==> config.mk <==
export PLATFORM = sky130hd
export DESIGN_NAME = sync_fifo_ctrl_flat
export DESIGN_NICKNAME = d
export VERILOG_FILES = /design/src/rtl/sync_fifo_pkg.sv /design/src/rtl/sync_fifo_ctrl_if.sv /design/src/rtl/sync_fifo_mem.sv /design/src/rtl/sync_fifo_ctrl.sv /design/src/flat_wrapper.sv
export SDC_FILE = /design/constraint.sdc
export NUM_CORES = 1
export LEC_CHECK = 0
export CAP_MARGIN = 20
export CORE_UTILIZATION = 59
export DETAILED_ROUTE_END_ITERATION = 10
export HOLD_SLACK_MARGIN = 0.15
export MAX_ROUTING_LAYER = met4
export PLACE_DENSITY = 0.79
export RECOVER_POWER = 100
export SLEW_MARGIN = 30
export SYNTH_ARGS = -nofsm -noshare
export SYNTH_HDL_FRONTEND = slang
export SYNTH_SLANG_ARGS = --single-unit
==> constraint.sdc <==
create_clock -name clk -period 3.5 [get_ports clk]
set_clock_uncertainty 0.05 [all_clocks]
set_input_delay 0.7 -clock clk [delete_from_list [all_inputs] [get_ports clk]]
set_output_delay 0.7 -clock clk [all_outputs]
set_load 0.05 [all_outputs]
==> src/rtl/sync_fifo_pkg.sv <==
`default_nettype none
// ============================================================================
// Module      : sync_fifo_pkg
// Description : Shared constants, pointer type and width helper for the
//               single-clock FIFO (sync_fifo_ctrl / sync_fifo_mem).
//               Build option: SYNC_FIFO_FWFT_EN selects first-word-fall-through.
// Revision    : 1.0 - initial release
// ============================================================================
package sync_fifo_pkg;

    // Default geometry and thresholds used by every file in this slice
    localparam int DEFAULT_DATA_BITS           = 8;
    localparam int DEFAULT_ADDRESS_BITS        = 4;
    localparam int DEFAULT_ALMOST_FULL_THRESH  = 12;
    localparam int DEFAULT_ALMOST_EMPTY_THRESH = 4;

    // Pointer at the default depth: low bits address memory, MSB is the wrap bit
    typedef logic [DEFAULT_ADDRESS_BITS:0] ptr_t;

    // Fill level must represent 0..2**address_bits inclusive, hence one extra bit
    function automatic int fill_level_width(input int address_bits);
        return address_bits + 1;
    endfunction

endpackage
`default_nettype wire

==> src/rtl/sync_fifo_ctrl_if.sv <==
`default_nettype none
// ============================================================================
// Module      : sync_fifo_ctrl_if
// Description : Handshake/data bundle between a same-clock producer/consumer
//               (master) and the FIFO (slave). Clock and reset stay outside.
//               Build option: SYNC_FIFO_FWFT_EN (affects read_data timing only).
// Revision    : 1.0 - initial release
// ============================================================================
interface sync_fifo_ctrl_if
    import sync_fifo_pkg::*;
#(
    parameter int DATA_BITS    = DEFAULT_DATA_BITS,
    parameter int ADDRESS_BITS = DEFAULT_ADDRESS_BITS
) ();

    logic                    write_inc;
    logic [DATA_BITS-1:0]    write_data;
    logic                    read_inc;
    logic [DATA_BITS-1:0]    read_data;
    logic                    write_full;
    logic                    rempty;
    logic                    almost_full;
    logic                    almost_empty;
    logic [ADDRESS_BITS:0]   fill_level;
    logic                    overflow;
    logic                    underflow;

    // Producer/consumer side
    modport master (
        output write_inc, write_data, read_inc,
        input  read_data, write_full, rempty, almost_full, almost_empty,
               fill_level, overflow, underflow
    );

    // FIFO side
    modport slave (
        input  write_inc, write_data, read_inc,
        output read_data, write_full, rempty, almost_full, almost_empty,
               fill_level, overflow, underflow
    );

endinterface
`default_nettype wire

==> src/rtl/sync_fifo_mem.sv <==
`default_nettype none
// ============================================================================
// Module      : sync_fifo_mem
// Description : 2**ADDRESS_BITS x DATA_BITS register-array storage for the
//               single-clock FIFO. Synchronous write port; read port is
//               asynchronous when SYNC_FIFO_FWFT_EN is defined, otherwise a
//               registered read that holds between read enables.
// Revision    : 1.0 - initial release
// ============================================================================
module sync_fifo_mem
    import sync_fifo_pkg::*;
#(
    parameter int DATA_BITS    = DEFAULT_DATA_BITS,
    parameter int ADDRESS_BITS = DEFAULT_ADDRESS_BITS
) (
    input  wire logic                    clk,
    input  wire logic                    rst,
    input  wire logic                    we,
    input  wire logic [ADDRESS_BITS-1:0] waddr,
    input  wire logic [DATA_BITS-1:0]    wdata,
    input  wire logic                    re,
    input  wire logic [ADDRESS_BITS-1:0] raddr,
    output logic      [DATA_BITS-1:0]    rdata
);

    localparam int DEPTH = 2 ** ADDRESS_BITS;

    // Storage is deliberately not reset: contents survive a FIFO reset
    logic [DATA_BITS-1:0] r_mem [DEPTH];

    // Synchronous write of accepted words
    always_ff @(posedge clk) begin
        if (we) begin
            r_mem[waddr] <= wdata;
        end
    end

`ifdef SYNC_FIFO_FWFT_EN
    // Head word is visible combinationally; controller masks it when empty.
    // Reset and read enable have no role in this read port.
    logic w_unused;
    assign w_unused = rst ^ re;
    assign rdata    = r_mem[raddr];
`else
    logic [DATA_BITS-1:0] r_rdata;

    // Registered read: capture the head word on an accepted read, else hold
    always_ff @(posedge clk) begin
        if (!rst) begin
            r_rdata <= '0;
        end else if (re) begin
            r_rdata <= r_mem[raddr];
        end
    end

    assign rdata = r_rdata;
`endif

endmodule
`default_nettype wire

==> src/rtl/sync_fifo_ctrl.sv <==
`default_nettype none
// ============================================================================
// Module      : sync_fifo_ctrl
// Description : Single-clock FIFO controller. Owns read/write pointers,
//               full/empty/almost flags, fill level and sticky overflow/
//               underflow flags; storage lives in sync_fifo_mem.
//               Build option: SYNC_FIFO_FWFT_EN enables first-word-fall-through
//               (read_data = head word while non-empty, 0 when empty).
// Revision    : 1.0 - initial release
// ============================================================================
module sync_fifo_ctrl
    import sync_fifo_pkg::*;
#(
    parameter int DATA_BITS           = DEFAULT_DATA_BITS,
    parameter int ADDRESS_BITS        = DEFAULT_ADDRESS_BITS,
    parameter int ALMOST_FULL_THRESH  = DEFAULT_ALMOST_FULL_THRESH,
    parameter int ALMOST_EMPTY_THRESH = DEFAULT_ALMOST_EMPTY_THRESH
) (
    input  wire logic        clk,
    input  wire logic        rst,      // synchronous, active-low
    sync_fifo_ctrl_if.slave  fifo
);

    localparam int FILL_BITS = fill_level_width(ADDRESS_BITS);

    localparam logic [FILL_BITS-1:0] c_af_thresh = FILL_BITS'(ALMOST_FULL_THRESH);
    localparam logic [FILL_BITS-1:0] c_ae_thresh = FILL_BITS'(ALMOST_EMPTY_THRESH);

    // Pointers carry one wrap bit above the memory index
    logic [ADDRESS_BITS:0]   r_wptr;
    logic [ADDRESS_BITS:0]   r_rptr;
    logic                    r_overflow;
    logic                    r_underflow;

    logic                    w_rempty;
    logic                    w_full;
    logic [FILL_BITS-1:0]    w_fill;
    logic                    w_wr_acc;
    logic                    w_rd_acc;
    logic [DATA_BITS-1:0]    w_mem_rdata;

    // Flags decode from registered pointers only, so requests never reach them
    // combinationally.
    assign w_rempty = (r_wptr == r_rptr);
    assign w_full   = (r_wptr[ADDRESS_BITS] != r_rptr[ADDRESS_BITS]) &&
                      (r_wptr[ADDRESS_BITS-1:0] == r_rptr[ADDRESS_BITS-1:0]);
    assign w_fill   = r_wptr - r_rptr;

    // Full+both: read wins, write rejected. Empty+both: write wins, read rejected.
    assign w_wr_acc = fifo.write_inc && !w_full;
    assign w_rd_acc = fifo.read_inc  && !w_rempty;

    // Pointer advance and sticky error capture
    always_ff @(posedge clk) begin
        if (!rst) begin
            r_wptr      <= '0;
            r_rptr      <= '0;
            r_overflow  <= 1'b0;
            r_underflow <= 1'b0;
        end else begin
            if (w_wr_acc) begin
                r_wptr <= r_wptr + 1'b1;
            end
            if (w_rd_acc) begin
                r_rptr <= r_rptr + 1'b1;
            end
            if (fifo.write_inc && w_full) begin
                r_overflow <= 1'b1;
            end
            if (fifo.read_inc && w_rempty) begin
                r_underflow <= 1'b1;
            end
        end
    end

    sync_fifo_mem #(
        .DATA_BITS    (DATA_BITS),
        .ADDRESS_BITS (ADDRESS_BITS)
    ) u_mem (
        .clk   (clk),
        .rst   (rst),
        .we    (w_wr_acc),
        .waddr (r_wptr[ADDRESS_BITS-1:0]),
        .wdata (fifo.write_data),
        .re    (w_rd_acc),
        .raddr (r_rptr[ADDRESS_BITS-1:0]),
        .rdata (w_mem_rdata)
    );

`ifdef SYNC_FIFO_FWFT_EN
    // Stale memory must not leak out while the FIFO holds nothing
    assign fifo.read_data = w_rempty ? '0 : w_mem_rdata;
`else
    assign fifo.read_data = w_mem_rdata;
`endif

    assign fifo.rempty       = w_rempty;
    assign fifo.write_full   = w_full;
    assign fifo.fill_level   = w_fill;
    assign fifo.almost_full  = (w_fill >= c_af_thresh);
    assign fifo.almost_empty = (w_fill <= c_ae_thresh);
    assign fifo.overflow     = r_overflow;
    assign fifo.underflow    = r_underflow;

endmodule
`default_nettype wire

==> src/flat_wrapper.sv <==
// flat-port wrapper written by rule: the top's interface ports become plain ports
module sync_fifo_ctrl_flat import sync_fifo_pkg::*;
#(
    parameter int DATA_BITS           = DEFAULT_DATA_BITS,
    parameter int ADDRESS_BITS        = DEFAULT_ADDRESS_BITS,
    parameter int ALMOST_FULL_THRESH  = DEFAULT_ALMOST_FULL_THRESH,
    parameter int ALMOST_EMPTY_THRESH = DEFAULT_ALMOST_EMPTY_THRESH
)
  (clk, rst, fifo_write_inc, fifo_write_data, fifo_read_inc, fifo_read_data, fifo_write_full, fifo_rempty, fifo_almost_full, fifo_almost_empty, fifo_fill_level, fifo_overflow, fifo_underflow);
  sync_fifo_ctrl_if #(.DATA_BITS(DATA_BITS), .ADDRESS_BITS(ADDRESS_BITS)) fifo_i ();
  input  wire logic clk;
  input  wire logic rst;
  input wire logic [$bits(fifo_i.write_inc)-1:0] fifo_write_inc;
  input wire logic [$bits(fifo_i.write_data)-1:0] fifo_write_data;
  input wire logic [$bits(fifo_i.read_inc)-1:0] fifo_read_inc;
  output wire logic [$bits(fifo_i.read_data)-1:0] fifo_read_data;
  output wire logic [$bits(fifo_i.write_full)-1:0] fifo_write_full;
  output wire logic [$bits(fifo_i.rempty)-1:0] fifo_rempty;
  output wire logic [$bits(fifo_i.almost_full)-1:0] fifo_almost_full;
  output wire logic [$bits(fifo_i.almost_empty)-1:0] fifo_almost_empty;
  output wire logic [$bits(fifo_i.fill_level)-1:0] fifo_fill_level;
  output wire logic [$bits(fifo_i.overflow)-1:0] fifo_overflow;
  output wire logic [$bits(fifo_i.underflow)-1:0] fifo_underflow;
  assign fifo_i.write_inc = fifo_write_inc;
  assign fifo_i.write_data = fifo_write_data;
  assign fifo_i.read_inc = fifo_read_inc;
  assign fifo_read_data = fifo_i.read_data;
  assign fifo_write_full = fifo_i.write_full;
  assign fifo_rempty = fifo_i.rempty;
  assign fifo_almost_full = fifo_i.almost_full;
  assign fifo_almost_empty = fifo_i.almost_empty;
  assign fifo_fill_level = fifo_i.fill_level;
  assign fifo_overflow = fifo_i.overflow;
  assign fifo_underflow = fifo_i.underflow;
  sync_fifo_ctrl #(.DATA_BITS(DATA_BITS), .ADDRESS_BITS(ADDRESS_BITS), .ALMOST_FULL_THRESH(ALMOST_FULL_THRESH), .ALMOST_EMPTY_THRESH(ALMOST_EMPTY_THRESH)) u_core (.clk(clk), .rst(rst), .fifo(fifo_i));
endmodule
# Word level (Yosys, flattened, before mapping)
# Memory sizes are Yosys's and may differ from the RTL's. A register that Yosys moved wholly into a read port is not among the register bits.
# Cells that the tools add are included.
totals:
  mem_count: 1
  elab_cells: 23
  mem_bits_rw: 128
  ff_bits: 12
mem_list:
  columns: ["memory", "words", "width", "rd", "rd_clocked_by_memory_dff", "wr", "line_no", "source"]
  rows:
  - ["u_core.u_mem.r_mem", 16, 8, 1, 1, 1, "sync_fifo_mem.sv:29", "logic [DATA_BITS-1:0] r_mem [DEPTH];"]
classes:
  n_lt_le_gt_ge: 2
  n_reduce_logical: 8
  mux: 2
  n_addsub: 3
  eq_ne: 3
ops:
  columns: ["op", "n"]
  rows:
  - ["$add 5x1->5 const B", 2]
  - ["$eq 5x5->1", 1]
  - ["$ge 5x4->1 const B", 1]
  - ["$le 5x3->1 const B", 1]
  - ["$logic_and 1x1->1", 5]
  - ["$sub 5x5->5", 1]
  - ["$eq 4x4->1", 1]
  - ["$logic_not 1->1", 3]
  - ["$mux 1", 2]
  - ["$ne 1x1->1", 1]

# Depth between registers and ports, before layout
# Gate-level depths: netlist of run 1.
logic_depth:
  depth_word: 6
  depth_mapped: 11
  depth_no_buf: 7

# By module
# Synthesis of run 1 repeated with hierarchy kept, for this count alone.
hier_totals:
  hier_cells: 400
  hier_area_um2: 6089.6
by_module_without_submodules:
  columns: ["mod", "area_per_inst_um2", "n_inst", "cells_per_inst"]
  rows:
  - ["sync_fifo_mem", 5351.4, 1, 318]
  - ["sync_fifo_ctrl", 738.2, 1, 82]

# Worst setup path before layout of run 1
# OpenSTA, ideal clock, no wires.
synth_timing:
  kind: "flip-flop to output port"
  startpoint: "register u_core.r_rptr[1]"
  endpoint: "output fifo_almost_empty"
  path_slack_ns: -0.505
  n_path_buf: 3
  t_arrival_ns: 3.255
  stages_incl_launch_ff: 10
  t_required_ns: 2.750
  cell_sequence: "dfxtp_1 -> buf_2 -> buf_2 -> buf_2 -> inv_2 -> ha_1 -> nor2b_1 -> o21a_1 -> or3_1 -> a221oi_1"
synth_between:
  elab_chain_len: 2
synth_rtl:
  columns: ["element", "line_no", "source"]
  rows:
  - ["from (decl)", "sync_fifo_ctrl.sv:31", "logic [ADDRESS_BITS:0] r_rptr;"]
  - ["from (signal assigned)", "sync_fifo_ctrl.sv:65", "r_rptr <= r_rptr + 1'b1;"]
  - ["$sub 5x5->5", "sync_fifo_ctrl.sv:47", "assign w_fill = r_wptr - r_rptr;"]
  - ["$le 5x3->1", "sync_fifo_ctrl.sv:101", "assign fifo.almost_empty = (w_fill <= c_ae_thresh);"]
  - ["to (decl)", "flat_wrapper.sv:20", "output wire logic [$bits(fifo_i.almost_empty)-1:0] fifo_almost_empty;"]
# Every way passes these cells.

# Worst setup path in the final report of run 1
layout_timing:
  startpoint: "register u_core.r_wptr[0]"
  endpoint: "output fifo_almost_empty"
layout_between:
  elab_chain_len: 2
layout_rtl:
  columns: ["element", "line_no", "source"]
  rows:
  - ["from (decl)", "sync_fifo_ctrl.sv:30", "logic [ADDRESS_BITS:0] r_wptr;"]
  - ["from (signal assigned)", "sync_fifo_ctrl.sv:62", "r_wptr <= r_wptr + 1'b1;"]
  - ["$sub 5x5->5", "sync_fifo_ctrl.sv:47", null]
  - ["$le 5x3->1", "sync_fifo_ctrl.sv:101", null]
# Every way passes these cells.

==> results of run 1 <==
==> routing by layer <==
metal | vias to the layer above | wire length, microns
met4 | 0 | 242
li1 | 1527 | -
met5 | - | 0
met1 | 1691 | 4963
met2 | 133 | 6388
met3 | 26 | 749
==> critical path, stage by stage (launching register included) <==
cell      delay (ns)
dfxtp_2         0.37
inv_1           0.10
ha_1            0.22
fa_1            0.41
nor2b_1         0.12
o21ai_0         0.11
a21o_1          0.22
a221oi_4        0.35
buf_12          0.18
==> flip-flops by register name, indices dropped and copies added (netlist names) <==
name	flops
u_core.r_wptr	5
u_core.u_mem.r_mem	128
u_core.u_mem.rdata	8
u_core.fifo.overflow	1
u_core.fifo.underflow	1
u_core.r_rptr	5
==> cells in the final DEF (no fill, tap or decap), types with 3 or more instances in the layout <==
cell and count:
a211oi_1 8, a21oi_1 14, buf_12 3, buf_4 4
clkbuf_1 17, clkbuf_16 17, clkbuf_2 3, clkdlybuf4s50_1 3
dfxtp_1 17, dfxtp_2 3, dlygate4sd3_1 19, edfxtp_1 128
ha_1 9, inv_1 9, inv_6 5, mux2_2 8
mux2i_1 34, mux4_2 16, nand2_1 7, nand2b_1 3
nand3_1 3, nor2_1 22, nor3_1 5, o211ai_1 3
o21a_1 3, o21ai_0 13, o22ai_1 16, or3_1 3
xnor2_1 4, xor2_1 4
==> power breakdown <==
| group | leakage (nW) | internal (mW) | switching [mW] |
|---|---|---|---|
| logic | 0.705 | 0.343 | 0.551 |
| registers | 1.32 | 1.97 | 0.0234 |
| clock network | 0.283 | 1.02 | 0.703 |
| total | 2.31 | 3.33 | 1.28 |
==> worst max path at each step <==
stage / startpoint / end / slack (ns) / depth (start not counted)
after floorplan: u_core.r_rptr[1] / fifo_almost_empty / 0.15 / 9
after global placement: u_core.r_wptr[0] / fifo_fill_level[2] / 0.62 / 6
after detailed placement: u_core.r_wptr[0] / fifo_fill_level[2] / 0.55 / 6
after CTS: u_core.r_wptr[0] / fifo_almost_empty / 0.04 / 8
after global routing: u_core.r_wptr[0] / fifo_almost_empty / 0.008 / 8
final: u_core.r_wptr[0] / fifo_almost_empty / 0.14 / 8
==> cell families (layout without fill, tap and decap cells) <==
logic type,after synthesis,in the layout,share of synthesized area
compound gates,60,60,0.06121
xor+xnor,8,8,0.01170
fa+ha+maj,10,10,0.02214
buf+inv,27,91,0.02298
flops,148,148,0.7086
mux,58,58,0.1320
simple gates,52,52,0.04136
==> through the flow <==
step / total power, mW / setup WS (ns) / hold slack [ns]
after floorplan: 2.660 / 0.1535 / 0.4290
after global placement: 2.934 / 0.6155 / 0.3989
after detailed placement: 2.959 / 0.5540 / 0.4135
after CTS: 4.683 / 0.03902 / 0.4246
after global routing: 4.761 / 0.008449 / 0.4551
final: 4.602 / 0.1448 / 0.4154
==> cell type report <==
class / instances / area, sq um / share of cell area
Multi-Input combinational cell: 188 / 1625 / 0.2308
Sequential cell: 148 / 4248 / 0.6031
Clock inverter: 12 / 115.1 / 0.01634
Tap cell: 133 / 166.4 / 0.02363
Timing Repair Buffer: 49 / 394.1 / 0.05596
Clock buffer: 20 / 456.7 / 0.06484
Inverter: 10 / 37.54 / 0.005330
==> what timing repair did <==
item                                    in CTS  in global routing
pin swaps                                    0                  2
hold buffers                                 0                  0
endpoints found under the setup margin       1                  1
gates resized for setup                      1                  1
endpoints found under the hold margin        0                  0
cloned                                       0                  0
==> summary.txt, run 1 <==
First-pass DRT Iterations - 5
Via density - 6.030
worst-margin pin slew - 0.7086 ns
Die Wd - 102.8 microns
Final Instance Area - 7043 sq um
I/O pin cnt - 31
grt met3 use - 0.05898
antenna-violating nets left - 0
period utilisation layout - 0.9586
mapped cell area - 5989 sq um
CTS root buf - clkbuf_8
DR iter-0 viols - 246
Cell variety after synth - 38
worst reg2reg path depth - 7
Crit Path Max Fanout - 5
Clock transition at path regs - 0.06 ns
initial antenna violation count - 0
Final nets - 436
Clock Tree Buf Depth - 2
minimum clock period - 3.355 ns
RD Place Congestion - 0.7861
Post-synth EDFFs - 128
Reg2Reg Setup Slack - 0.64 ns
Hold Path Stages - 2
non-filler cells, final - 560
Leakage - 2.308 nW
# diodes - 0
critical path arrival - 2.61 ns
Synth area leaders - edfxtp_1 (64%), dfxtp_1 (6.7%), mux4_2 (6.0%)
Hold Fails Final Rpt - 0
placed cell count - 528
layout cells sized above 1 - 0.1639
Initial Util - 0.6100
post-synth top area cell - edfxtp_1
Seq/Total Area, Yosys - 0.7086
most crowded layer after global routing - met2
# rows - 36
area of the die - 10560 sq um
M2 GR Usage - 0.4369
RSZ-0062 raised after global routing - no
Synth top cells by count - edfxtp_1 (128), mux2i_1 (34), nor2_1 (22)
all-layer global routing usage - 0.2671
Worst Hold Launch - u_core.fifo.overflow
H-tree Lvls - 4
RR Endpoint - u_core.u_mem.r_mem[1][3]
Crit path required time - 2.75 ns
total grt overflow - 0
DRC Markers - 0
fin util - 0.7173
# Max-Cap Violations - 0
count of input and output buffers - 30
Net Count, Synth - 385
CTS tree - done
Syn Area/Cell - 16.50 sq um
Max VDD drop - 0.3312 mV
Seq cells post-synth - 148
element type at the critical path start - flip-flop
number of global-route vias before repair - 3339
Final Max Slew Viols - 0
crit path capture type - output pin
worst relative slew slack - 0.5276
core area - 9819 sq um
wire per inst - 22.04 microns
Total Neg Setup Slack - 0 ns
final setup vio count - 0
DIE HEIGHT - 102.8 microns
worst r2r src - u_core.r_rptr[3]
GR Util met1 - 0.3322
status - complete, no violations
PD cells - 653.4 nW/um^2
Synth top area share - 0.6417
Total Wirelength - 12.34 mm
post-DP HPWL - 7.647 mm
Fillers - 669
ys async rst share - 0
largest net degree at the start of global routing - 38
CTS Buf Count - 17
Fmax - 0.2980 GHz
global-route wire length before repair - 18.79 mm
cell with the most instances after synthesis - edfxtp_1
postcts setup bufs - 0
Post-Syn Instances - 363
Skew-Pair Late Insertion Delay - 0.52 ns
Top FF cell, synth - edfxtp_1
Crit Path Class - reg -> out
Hold Path End - u_core.fifo.overflow
yosys warns - 0
CTS sink count - 148
Synth-to-Final Area Change - 17.59%
placed cell area - 6551 sq um
hold crit path type - reg -> reg
via count - 3377
(Power assumes the default switching activity.)
==> run 2, diff against run 1 <==
Settings changed: REMOVE_ABC_BUFFERS from default to 1.
==> summary.txt, run 2 (synthesis results as in run 1) <==
status - complete, no violations
Most flops, register - u_core.u_mem.r_mem
Cell Int Power - 3.187 mW
Net Sw Frac - 0.2876
# diodes - 0
clock network fraction of total power - 0.360
PD cells - 640.7 nW/um^2
Crit. Startpoint - u_core.r_wptr[0]
worst reg2reg path depth - 6
DR iter-0 viols - 243
commonest non-fill, non-tap cell in the layout - edfxtp_1
Final Instance Area - 6983 sq um
minimum clock period - 3.339 ns
Final Max Slew Viols - 0
Total Neg Setup Slack - 0 ns
total grt overflow - 0
worst-margin pin slew - 0.7082 ns
largest net degree at the start of global routing - 38
Final nets - 433
hold slack final - 0.4228 ns
First-pass DRT Iterations - 5
all-layer global routing usage - 0.2515
max reg flops - 128
Total Wirelength - 11.66 mm
H-tree Lvls - 4
period utilisation layout - 0.9540
# Max-Cap Violations - 0
Clock transition at path regs - 0.06 ns
Hold Path Stages - 2
I/O pin cnt - 31
Synth-to-Final Area Change - 16.59%
via count - 3313
worst relative slew slack - 0.5261
most frequent cells in the layout - edfxtp_1 (128), mux2i_1 (34), nor2_1 (22)
Crit path required time - 2.75 ns
slowest CP cell - fa_1
Worst setup endpoint - fifo_almost_empty
Seq pwr share - 0.445
Crit Path Max Fanout - 5
CTS tree - done
Crit Path Class - reg -> out
setup ws final - 0.1611 ns
RR Endpoint - u_core.u_mem.r_mem[7][5]
crit path capture type - output pin
dpl ws - 0.5188 ns
Max VDD drop - 0.3795 mV
placed cell area - 6496 sq um
NetSw - 1.287 mW
non-filler cells, final - 557
area of the die - 10560 sq um
antenna-violating nets left - 0
Initial Util - 0.6100
Clock Tree Buf Depth - 2
RD Place Congestion - 0.8108
Hold-fix buffers, CTS - 0
CTS Buf Count - 17
CTS root buf - clkbuf_8
Reg2Reg Setup Slack - 0.63 ns
Die Wd - 102.8 microns
total power - 4.474 mW
DIE HEIGHT - 102.8 microns
element type at the critical path start - flip-flop
slowest stage delay, CP - 0.41 ns
Skew-Pair Late Insertion Delay - 0.52 ns
wire per inst - 20.93 microns
RSZ-0062 raised after global routing - no
worst r2r src - u_core.r_rptr[3]
number of global-route vias before repair - 3262
Leakage - 2.272 nW
core area - 9819 sq um
CTS sink count - 148
DRC Markers - 0
fin util - 0.7111
critical path arrival - 2.59 ns
global-route wire length before repair - 17.75 mm
Fmax - 0.2995 GHz
initial antenna violation count - 0
hold crit path type - reg -> reg
post-DP HPWL - 7.333 mm
layout cells sized above 1 - 0.1675
Hold Fails Final Rpt - 0
# rows - 36
final setup vio count - 0
Combinational Power Share - 0.196
Via density - 5.948
placed cell count - 525
Fillers - 674
crit-path cells - inv_1, ha_1, fa_1, nor2b_1, o21ai_0, a21o_1, a221oi_2, buf_12
count of input and output buffers - 30
[run 2: changes by cell type in the layout (fill, tap and decap cells not counted)]
cell | previous run | this run
a221oi_2 | 0 | 1
a221oi_4 | 1 | 0
buf_4 | 4 | 5
bufinv_16 | 1 | 0
clkbuf_1 | 17 | 13
clkbuf_16 | 17 | 16
clkbuf_8 | 2 | 1
clkinv_1 | 0 | 1
clkinv_2 | 2 | 1
clkinv_4 | 2 | 4
clkinvlp_4 | 1 | 3
dlygate4sd2_1 | 1 | 0
inv_4 | 1 | 0
inv_8 | 0 | 1
[run 2: how the worst min path moves through the flow]
stage,endpoint,startpoint,slack [ns]
after floorplan,u_core.r_rptr[4],u_core.r_rptr[4],0.43
after global placement,u_core.fifo.underflow,u_core.fifo.underflow,0.40
after detailed placement,u_core.fifo.overflow,u_core.fifo.overflow,0.41
after CTS,u_core.fifo.overflow,u_core.fifo.overflow,0.43
after global routing,u_core.fifo.overflow,u_core.fifo.overflow,0.49
final,u_core.fifo.overflow,u_core.fifo.overflow,0.42
[run 2: layout make-up]
class	count	area, sq um	area share
multi-input combinational	188	1614	0.2311
inverter	10	37.54	0.005375
timing repair buffer	46	381.6	0.05465
clock buffer	17	414.1	0.05931
tap	133	166.4	0.02383
clock inverter	15	121.4	0.01738
sequential	148	4248	0.6083
[run 2: what timing repair did]
action | 4_1_cts | 5_1_grt
cloned | 0 | 0
pin swaps | 0 | 1
hold endpoints to repair | 0 | 0
setup buffers | 0 | 0
setup endpoints to repair | 1 | 1
resized for setup | 1 | 1
[run 2: critical path, delay by kind of cell, from the launching register on]
family                   cells  cell delay [ns]
AND/OR/NAND/NOR              1             0.12
AO/OA/AOI/OAI                3             0.69
adder cells (fa/ha/maj)      2             0.62
buffers and inverters        2             0.26
flip-flops                   1             0.37
[run 2: per-layer routing]
metal	GRT usage	up-vias	share of wire
li1	-	1519	-
met1	0.3257	1674	0.42
met2	0.3964	105	0.51
met3	0.06034	15	0.067
met4	0.08234	0	0.011
met5	-	-	0
[run 2: power groups by stage]
| stage | Clock (mW) | Sequential [mW] | Combinational [mW] |
|---|---|---|---|
| 6_report | 1.61 | 1.99 | 0.875 |
| 5_1_grt | 1.71 | 1.99 | 0.928 |
| 4_1_cts | 1.63 | 1.99 | 0.907 |
| 3_5_place_dp | 0 | 2.03 | 0.898 |
| 3_3_place_gp | 0 | 2.02 | 0.877 |
| 2_1_floorplan | 0 | 2.16 | 0.456 |
